--- config.mk ---
export PLATFORM = sky130hd
export DESIGN_NAME = shift_issue_ctrl
export DESIGN_NICKNAME = d
export VERILOG_FILES = /design/src/rtl/shift_issue_ctrl.sv
export SDC_FILE = /design/constraint.sdc
export NUM_CORES = 1
export LEC_CHECK = 0
export BUFFER_PORTS_ARGS = -buffer_cell sky130_fd_sc_hd__buf_2
export CORE_MARGIN = 2
export CORE_UTILIZATION = 44
export DETAILED_ROUTE_END_ITERATION = 8
export GPL_TIMING_DRIVEN = 0
export HOLD_SLACK_MARGIN = 0.1
export PLACE_DENSITY = 0.75
export SETUP_SLACK_MARGIN = 0.05
export SLEW_MARGIN = 0
export SYNTH_ARGS = -nofsm -noshare
export SYNTH_HDL_FRONTEND = slang
export SYNTH_SLANG_ARGS = --single-unit
--- constraint.sdc ---
create_clock -name clk -period 1.7 [get_ports clk]
set_input_delay 0.17 -clock clk [delete_from_list [all_inputs] [get_ports clk]]
set_output_delay 0.17 -clock clk [all_outputs]
set_load 0.05 [all_outputs]
--- src/rtl/shift_issue_ctrl.sv ---
// Issue/response controller for the sequential shifter: accepts one request, pulses start, waits for done or timeout, returns the result.
// Latency: accept edge + 1 ISSUE + N WAIT + 1 RESP; only one op in flight, so req_ready stays low until the response handshake completes.
module shift_issue_ctrl #(
    parameter  int TIMEOUT = 16,
    localparam int TMR_W   = $clog2(TIMEOUT + 1)
) (
    input  logic       clk,
    input  logic       rst,
    input  logic       req_valid,
    output logic       req_ready,
    input  logic [1:0] req_ctrl,
    input  logic [2:0] req_amt,
    input  logic [7:0] req_data,
    output logic       sh_start,
    output logic [1:0] sh_ctrl,
    output logic [2:0] sh_amt,
    output logic [7:0] sh_data,
    input  logic [7:0] sh_result,
    input  logic       sh_done,
    output logic       rsp_valid,
    input  logic       rsp_ready,
    output logic [7:0] rsp_data,
    output logic       rsp_timeout,
    output logic       busy,
    output logic [7:0] op_count
);

    typedef enum logic [1:0] {
        IDLE  = 2'd0,
        ISSUE = 2'd1,
        WAIT  = 2'd2,
        RESP  = 2'd3
    } state_t;

    state_t           state_q, state_d;
    logic [1:0]       sh_ctrl_q, sh_ctrl_d;
    logic [2:0]       sh_amt_q, sh_amt_d;
    logic [7:0]       sh_data_q, sh_data_d;
    logic [7:0]       rsp_data_q, rsp_data_d;
    logic             rsp_timeout_q, rsp_timeout_d;
    logic [TMR_W-1:0] timer_q, timer_d;
    logic [7:0]       op_count_q, op_count_d;

    always_ff @(posedge clk or negedge rst) begin
        if (!rst) begin
            state_q       <= IDLE;
            sh_ctrl_q     <= '0;
            sh_amt_q      <= '0;
            sh_data_q     <= '0;
            rsp_data_q    <= '0;
            rsp_timeout_q <= 1'b0;
            timer_q       <= '0;
            op_count_q    <= '0;
        end else begin
            state_q       <= state_d;
            sh_ctrl_q     <= sh_ctrl_d;
            sh_amt_q      <= sh_amt_d;
            sh_data_q     <= sh_data_d;
            rsp_data_q    <= rsp_data_d;
            rsp_timeout_q <= rsp_timeout_d;
            timer_q       <= timer_d;
            op_count_q    <= op_count_d;
        end
    end

    always_comb begin
        state_d       = state_q;
        sh_ctrl_d     = sh_ctrl_q;
        sh_amt_d      = sh_amt_q;
        sh_data_d     = sh_data_q;
        rsp_data_d    = rsp_data_q;
        rsp_timeout_d = rsp_timeout_q;
        timer_d       = timer_q;
        op_count_d    = op_count_q;
        case (state_q)
            IDLE: begin
                if (req_valid) begin
                    sh_ctrl_d = req_ctrl;
                    sh_amt_d  = req_amt;
                    sh_data_d = req_data;
                    state_d   = ISSUE;
                end
            end
            ISSUE: begin
                timer_d = '0;
                state_d = WAIT;
            end
            WAIT: begin
                timer_d = timer_q + TMR_W'(1);
                // done takes priority over an expiring timer in the same cycle
                if (sh_done) begin
                    rsp_data_d    = sh_result;
                    rsp_timeout_d = 1'b0;
                    state_d       = RESP;
                end else if (timer_q == TMR_W'(TIMEOUT - 1)) begin
                    rsp_data_d    = sh_data_q;
                    rsp_timeout_d = 1'b1;
                    state_d       = RESP;
                end
            end
            RESP: begin
                if (rsp_ready) begin
                    op_count_d = op_count_q + 8'd1;
                    state_d    = IDLE;
                end
            end
            default: state_d = IDLE;
        endcase
    end

    // Decoded straight from the state flop so reset drops them without waiting for an edge.
    assign req_ready   = (state_q == IDLE);
    assign sh_start    = (state_q == ISSUE);
    assign rsp_valid   = (state_q == RESP);
    assign busy        = (state_q != IDLE);
    assign sh_ctrl     = sh_ctrl_q;
    assign sh_amt      = sh_amt_q;
    assign sh_data     = sh_data_q;
    assign rsp_data    = rsp_data_q;
    assign rsp_timeout = rsp_timeout_q;
    assign op_count    = op_count_q;

endmodule

==> Word level (Yosys, flattened, before mapping) <==
Index checks and enable logic that the tools add are counted.
{ "word_totals": {"regBits": 37, "word_cells": 35} }
{ "classes": {"muxes": 10, "n_reduce_logical": 8, "eq_ne": 7, "add_sub_neg": 2} }
{ "op_table": {"columns": ["operator", "count"], "rows": [
  ["$mux W8", 2],
  ["$pmux W5 S2", 1],
  ["$add A8 B1 Y8 const B", 1],
  ["$mux W2", 4],
  ["$pmux W2 S4", 1],
  ["$reduce_and A2 Y1", 3],
  ["$reduce_bool A2 Y1", 3],
  ["$add A5 B1 Y5 const B", 1],
  ["$eq A5 B4 Y1 const B", 1],
  ["$eq A2 B2 Y1 const B", 2],
  ["$ne A3 B3 Y1 const B", 1],
  ["$reduce_and A3 Y1", 1],
  ["$eq A2 B1 Y1 const B", 1],
  ["$logic_not A2 Y1", 1],
  ["$mux W1", 2],
  ["$ne A2 B1 Y1 const B", 1],
  ["$ne A2 B2 Y1 const B", 1]
]} }

==> Longest topological paths before layout <==
Gate-level depths: netlist of run 1.
{ "depth": {"word_depth": 4, "depth_mapped": 7, "depth_no_buf": 6} }

==> Worst setup path before layout of run 1 <==
Ideal clock, no wire load.
{ "synth_path": {"path_kind": "reg2reg", "start": "register state_q[0]", "end": "register sh_amt_q[2], in the netlist sh_amt[2]", "t_required_ns": 1.575, "setup_time_ns": 0.125, "arrival_time_ns": 1.712, "slack_ns": -0.136, "path_stages_with_launch": 6, "synth_period_minus_slack_ns": 1.836, "path_cell_list": "dfrtp_1 -> inv_1 -> ha_1 -> nand2_1 -> buf_2 -> mux2_2"} }
{ "synth_via": {"elab_chain_cells": 2} }
{ "synth_lines": {"columns": ["element", "line", "text"], "rows": [
  ["from (decl)", "35", "state_t state_q, state_d;"],
  ["from (signal assigned)", "55", "state_q <= state_d;"],
  ["$logic_not A2 Y1", null, null],
  ["via req_ready", "10", "output logic req_ready,"],
  ["$reduce_and A2 Y1 (no source line)", null, null],
  ["to (signal assigned)", "57", "sh_amt_q <= sh_amt_d;"],
  ["to (decl)", "37", "logic [2:0] sh_amt_q, sh_amt_d;"]
]} }
The timed path passes the listed nets, and every way through them passes these cells.
A chain may end at the register's enable or synchronous reset.

==> Worst setup path in the final report of run 1 <==
{ "layout_path": {"start": "register timer_q[0]", "end": "register state_q[1]"} }
{ "layout_via": {"elab_chain_cells": 3} }
{ "layout_lines": {"columns": ["element", "line", "text"], "rows": [
  ["from (decl)", "41", "logic [TMR_W-1:0] timer_q, timer_d;"],
  ["from (signal assigned)", "61", "timer_q <= timer_d;"],
  ["$eq A5 B4 Y1", "95", "end else if (timer_q == TMR_W'(TIMEOUT - 1)) begin"],
  ["$ne A3 B3 Y1 (no source line)", null, null],
  ["$reduce_and A3 Y1 (no source line)", null, null]
]} }
Every way passes these cells.

==> flow_summary.ini, run 1 <==
[outcome]
outcome = finished, final reports clean

[sta]
min_period_over_period_pct = 93.2
setup_viol = 0
fin_skew_ns = 0.00389
tightest_slew_ns = 0.806
finalHoldViolations = 0
fin_crit_ns = 1.58
worst_slack_ns = 0.116
grt_setup_unrepaired = no
drv_slew = 0
worst_hold_slack_ns = 0.114
fmax_mhz = 631
relSlewSlack_pct = 46.3
setup_tns_ns = 0

[critical_path]
reg2regPathDepth = 7
crit_type = reg -> reg
r2r_setup_slack_ns = 0.12
r2r_start = timer_q[0]$_DFFE_PN0P_
required_ns = 1.91
cp-start-kind = register
crit_arrival_ns = 1.79
r2r-end = state_q[1]$_DFFE_PN0P_
worst_setup_path_end_kind = register
path_max_fanout = 3

[clocking]
max-clock-path-buffers = 2
cts.clk_slew.worst_paths_ns = 0.07
numCtsBuffers = 5
clk-insertion-delay-late_ns = 0.28
h-tree-depth = 2
cts.sinks = 37
root_buffer = clkbuf_8
tritoncts = built

[layout]
area_delta_synth_final_pct = 31.3
final_area_um2 = 2180
fin_nets = 243
n_antenna_cell = 0
drive_above_1_share_pct = 44.5

[grt]
antenna_found_initial = 0
grt_pass1_vias = 1164
track_usage_pct = 16.1
overflow = 0
grt_max_degree = 38
grt_pass1_wl_um = 5230

[logic_synthesis]
synth_area_leaders = dfrtp_1 (56%), mux2_2 (9.5%), ha_1 (6.0%)
ys_seq_area_share_pct = 55.8
ys_ff_latch = 37
yosysWarnings = 0
syn_avg_cell_area_um2 = 11.9
yosys.area.top_type_share_pct = 55.8
yosysTopAreaCell = dfrtp_1
syn_area_um2 = 1660
synthesis.instances = 139
synthDistinctLibCells = 26
syn_nets = 173

[route]
drt_iter0_markers = 45
firstDrtPassIters = 4
ant_nets = 0
dr_total_vias = 1227
avgRoutedWirePerCell_um = 12.9
drc = 0
routed_wl_um = 3310
via_per_inst = 4.77

[min_path]
hp-class = in -> reg
whs_path_depth = 2
min_to = sh_data[2]$_DFFE_PN0P_
hp-start = req_data[2]

[place]
pre_cts_ws_ns = -0.117
placed_cell_area_um2 = 2020
io_buffers = 59
gp_congestion = 0.777
dp_hpwl_um = 2460

[floorplanning]
die_y_um = 65.4
dieArea_um2 = 4270
fp.dieW_um = 65.4
core_um2 = 3630
start_util_pct = 45.6
io_pins = 60
rows = 22

[run]
drv_cap = 0
==> worst max-delay path by stage <==
stage	endpoint	startpoint	cells after the start
4_1_cts	state_q[1]$_DFFE_PN0P_	timer_q[1]$_DFFE_PN0P_	7
5_1_grt	state_q[1]$_DFFE_PN0P_	timer_q[1]$_DFFE_PN0P_	7
3_5_place_dp	rsp_data[6]$_DFFE_PN0P_	timer_q[0]$_DFFE_PN0P_	7
2_1_floorplan	sh_amt[2]$_DFFE_PN0P_	state_q[0]$_DFFE_PN0P_	5
6_report	state_q[1]$_DFFE_PN0P_	timer_q[0]$_DFFE_PN0P_	7
3_3_place_gp	rsp_timeout$_DFFE_PN0P_	timer_q[0]$_DFFE_PN0P_	6
==> kinds of logic after synthesis <==
family	count (synthesis)	synth area share [%]
fa+ha+maj	8	6.04
simple gates	31	8.83
mux	24	15.5
xor+xnor	7	3.70
buf+inv	13	3.62
compound gates	19	6.41
flops	37	55.8
==> worst max-delay path: stages, from the launching register on <==
cell	delay [ns]
dfrtp_1	0.37
ha_2	0.20
and3_4	0.19
ha_4	0.15
nor2_2	0.04
a222oi_1	0.21
buf_4	0.18
mux2i_1	0.18
==> sequential cells by signal, summed over array words and instances, names as in the netlist <==
register	count
op_count	8
rsp_data	8
sh_data	8
timer_q	5
sh_amt	3
sh_ctrl	2
state_q	2
rsp_timeout	1
==> area by class of cell <==
cell class                 count  area, um^2
buffer                         4        35.0
inverter                       9        33.8
fill                         321        1460
tap                           48        60.1
multi-input combinational     89         708
clock buffer                   7        86.3
timing repair buffer          63         328
sequential                    37         926
==> routing by layer <==
metal  vias to the layer above  track usage (%)  part of all wire, %
li1                        613                -                    -
met2                        33             26.8                   49
met3                         6             3.08                  4.1
met1                       575             20.4                   45
met5                         -                0                    0
met4                         0             7.03                  2.1
==> Yosys cell counts, drive strengths merged <==
cell type / count
nand2: 16
or3: 1
nand3b: 1
nor3: 1
xor2: 2
dfrtp: 37
a2bb2oi: 1
xnor2: 5
a21oi: 1
o21ai: 15
nor2b: 1
mux2i: 10
ha: 8
nand4: 1
nor2: 3
inv: 9
a22oi: 1
buf: 4
and3: 2
mux2: 14
nand3: 4
and4: 1
a222oi: 1
==> cells in the final DEF (no fill, tap or decap), types with 2 or more instances in the layout <==
cell type / n
buf_2: 60
dfrtp_1: 37
nand2_1: 15
mux2_2: 14
o21ai_0: 14
mux2i_1: 10
inv_1: 9
clkbuf_8: 6
xnor2_1: 5
ha_1: 5
buf_4: 4
nand3_1: 4
buf_6: 2
xor2_1: 2
nor2_1: 2
ha_2: 2
==> through the flow <==
stage / std cells / utilization, %
3_3_place_gp: 246 / 55.6
5_1_grt: 257 / 59.9
6_report: 257 / 59.9
4_1_cts: 257 / 59.3
2_1_floorplan: 139 / -
3_5_place_dp: 246 / 55.6
==> what timing repair did <==
action,in CTS,in global routing
pin swaps,2,0
setup endpoints to repair,20,12
hold endpoints to repair,37,0
hold buffers,1,0
setup buffers,3,0
gates resized for setup,4,5
Power of run 1 is left out: the tool's default activity adds up to more than one toggle a clock period on the data nets, which glitch-free logic cannot reach.
==> inputs of run 2 (changes only) <==
Settings changed: CORE_MARGIN 2 to default.
==> flow_summary.ini, run 2 (synthesized netlist as in run 1, its figures left out) <==
[floorplanning]
die_y_um = 63.4
dieArea_um2 = 4020
core_um2 = 3470
rows = 21
start_util_pct = 47.8
fp.dieW_um = 63.4
io_pins = 60

[place]
dp_hpwl_um = 2540
gp_congestion = 0.815
placed_cell_area_um2 = 2020
dp_cells = 244
io_buffers = 59

[outcome]
outcome = finished, final reports clean

[clocking]
h-tree-depth = 2
numCtsBuffers = 5
root_buffer = clkbuf_8
max-clock-path-buffers = 2
cts.clk_slew.worst_paths_ns = 0.08
tritoncts = built
cts.sinks = 37
clk-insertion-delay-late_ns = 0.28

[route]
firstDrtPassIters = 4
drc = 0
ant_nets = 0
routed_wl_um = 3350
met3_length_um = 117
dr_total_vias = 1280
met2_length_um = 1770
via_per_inst = 5.02
highest_layer = met4
avgRoutedWirePerCell_um = 13.1
drt_iter0_markers = 69
route.layer.met1.wl_um = 1440

[sta]
drv_slew = 0
grt_setup_unrepaired = yes
relSlewSlack_pct = 45.7
fmax_mhz = 621
min_period_over_period_pct = 94.7
fin_crit_ns = 1.61
tightest_slew_ns = 0.814
finalHoldViolations = 0
fin_skew_ns = 0.00740
setup_viol = 0

[grt]
grt_pass1_wl_um = 5530
antenna_found_initial = 0
grt_pass1_vias = 1271
grt_max_degree = 38
track_usage_pct = 18.2
overflow = 0

[critical_path]
cp-start-kind = register
crit_arrival_ns = 1.82
required_ns = 1.91
path_max_fanout = 3
crit_type = reg -> reg
worst_setup_path_end_kind = register

[min_path]
hp-class = in -> reg

[layout]
drive_above_1_share_pct = 44.5
layout_common_cells = buf_2 (60), dfrtp_1 (37), nand2_1 (16)
fillers = 302
finalNonFillerCells = 255
n_antenna_cell = 0
final_common_cell = buf_2
fin_nets = 242
area_delta_synth_final_pct = 31.4
final_area_um2 = 2180

[run]
drv_cap = 0
run 2: cell count changes in the layout (fill, tap and decap cells not counted), sizes merged:
cell,change
clkinv,+2
buf,-1
clkbuf,-1
run 2: repair_timing:
item | CTS | global route
hold endpoints to repair | 37 | 0
setup buffers | 2 | 0
endpoints found under the setup margin | 21 | 18
hold buffers | 1 | 0
resized for setup | 5 | 4
pin swaps | 2 | 1
run 2: metal layers:
layer | vias to the layer above | GRT usage (%)
met5 | - | 0
met4 | 0 | 8.81
met3 | 2 | 4.35
met2 | 28 | 31.4
met1 | 640 | 20.9
li1 | 610 | -
run 2: worst max-delay path, cell delays in order (launching register included):
cell,delay [ns]
dfrtp_1,0.39
ha_2,0.21
and3_4,0.20
ha_4,0.14
nor2_2,0.04
a222oi_1,0.22
buf_4,0.18
mux2i_1,0.16
run 2: final cells by class:
| type | count | area, um^2 | share of cell area, % |
|---|---|---|---|
| Clock inverter | 2 | 13.8 | 0.632 |
| Inverter | 9 | 33.8 | 1.55 |
| Clock buffer | 6 | 82.6 | 3.79 |
| Sequential cell | 37 | 926 | 42.5 |
| Multi-Input combinational cell | 89 | 706 | 32.4 |
| Buffer | 4 | 38.8 | 1.78 |
| Tap cell | 46 | 57.6 | 2.64 |
| Timing Repair Buffer | 62 | 320 | 14.7 |
run 2: worst paths after layout:
kind                                                 to                     from  slack (ns)  cells after the start
worst max register to register   state_q[1]$_DFFE_PN0P_   timer_q[0]$_DFFE_PN0P_        0.09                      7
max in group asynchronous       op_count[0]$_DFFE_PN0P_                      rst        0.66                      2
worst min register to register  rsp_data[5]$_DFFE_PN0P_  rsp_data[5]$_DFFE_PN0P_        0.48                      2
worst min-delay path              sh_amt[2]$_DFFE_PN0P_               req_amt[2]        0.11                      2
worst max-delay path             state_q[1]$_DFFE_PN0P_   timer_q[0]$_DFFE_PN0P_        0.09                      7
min in group asynchronous       op_count[3]$_DFFE_PN0P_                      rst        0.51                      2
run 2: stage by stage:
stage               setup WS [ns]  setup TNS, ns  hold WS [ns]  utilization, %
floorplan                  0.0691              0        -0.126               -
global placement          -0.0895         -0.730         0.298            58.2
detailed placement         -0.171          -1.38         0.311            58.2
CTS                        0.0555              0         0.104            62.2
global route               0.0117              0        0.0983            62.8
finish                     0.0909              0         0.113            62.8
Power of run 2 is left out for the same reason.
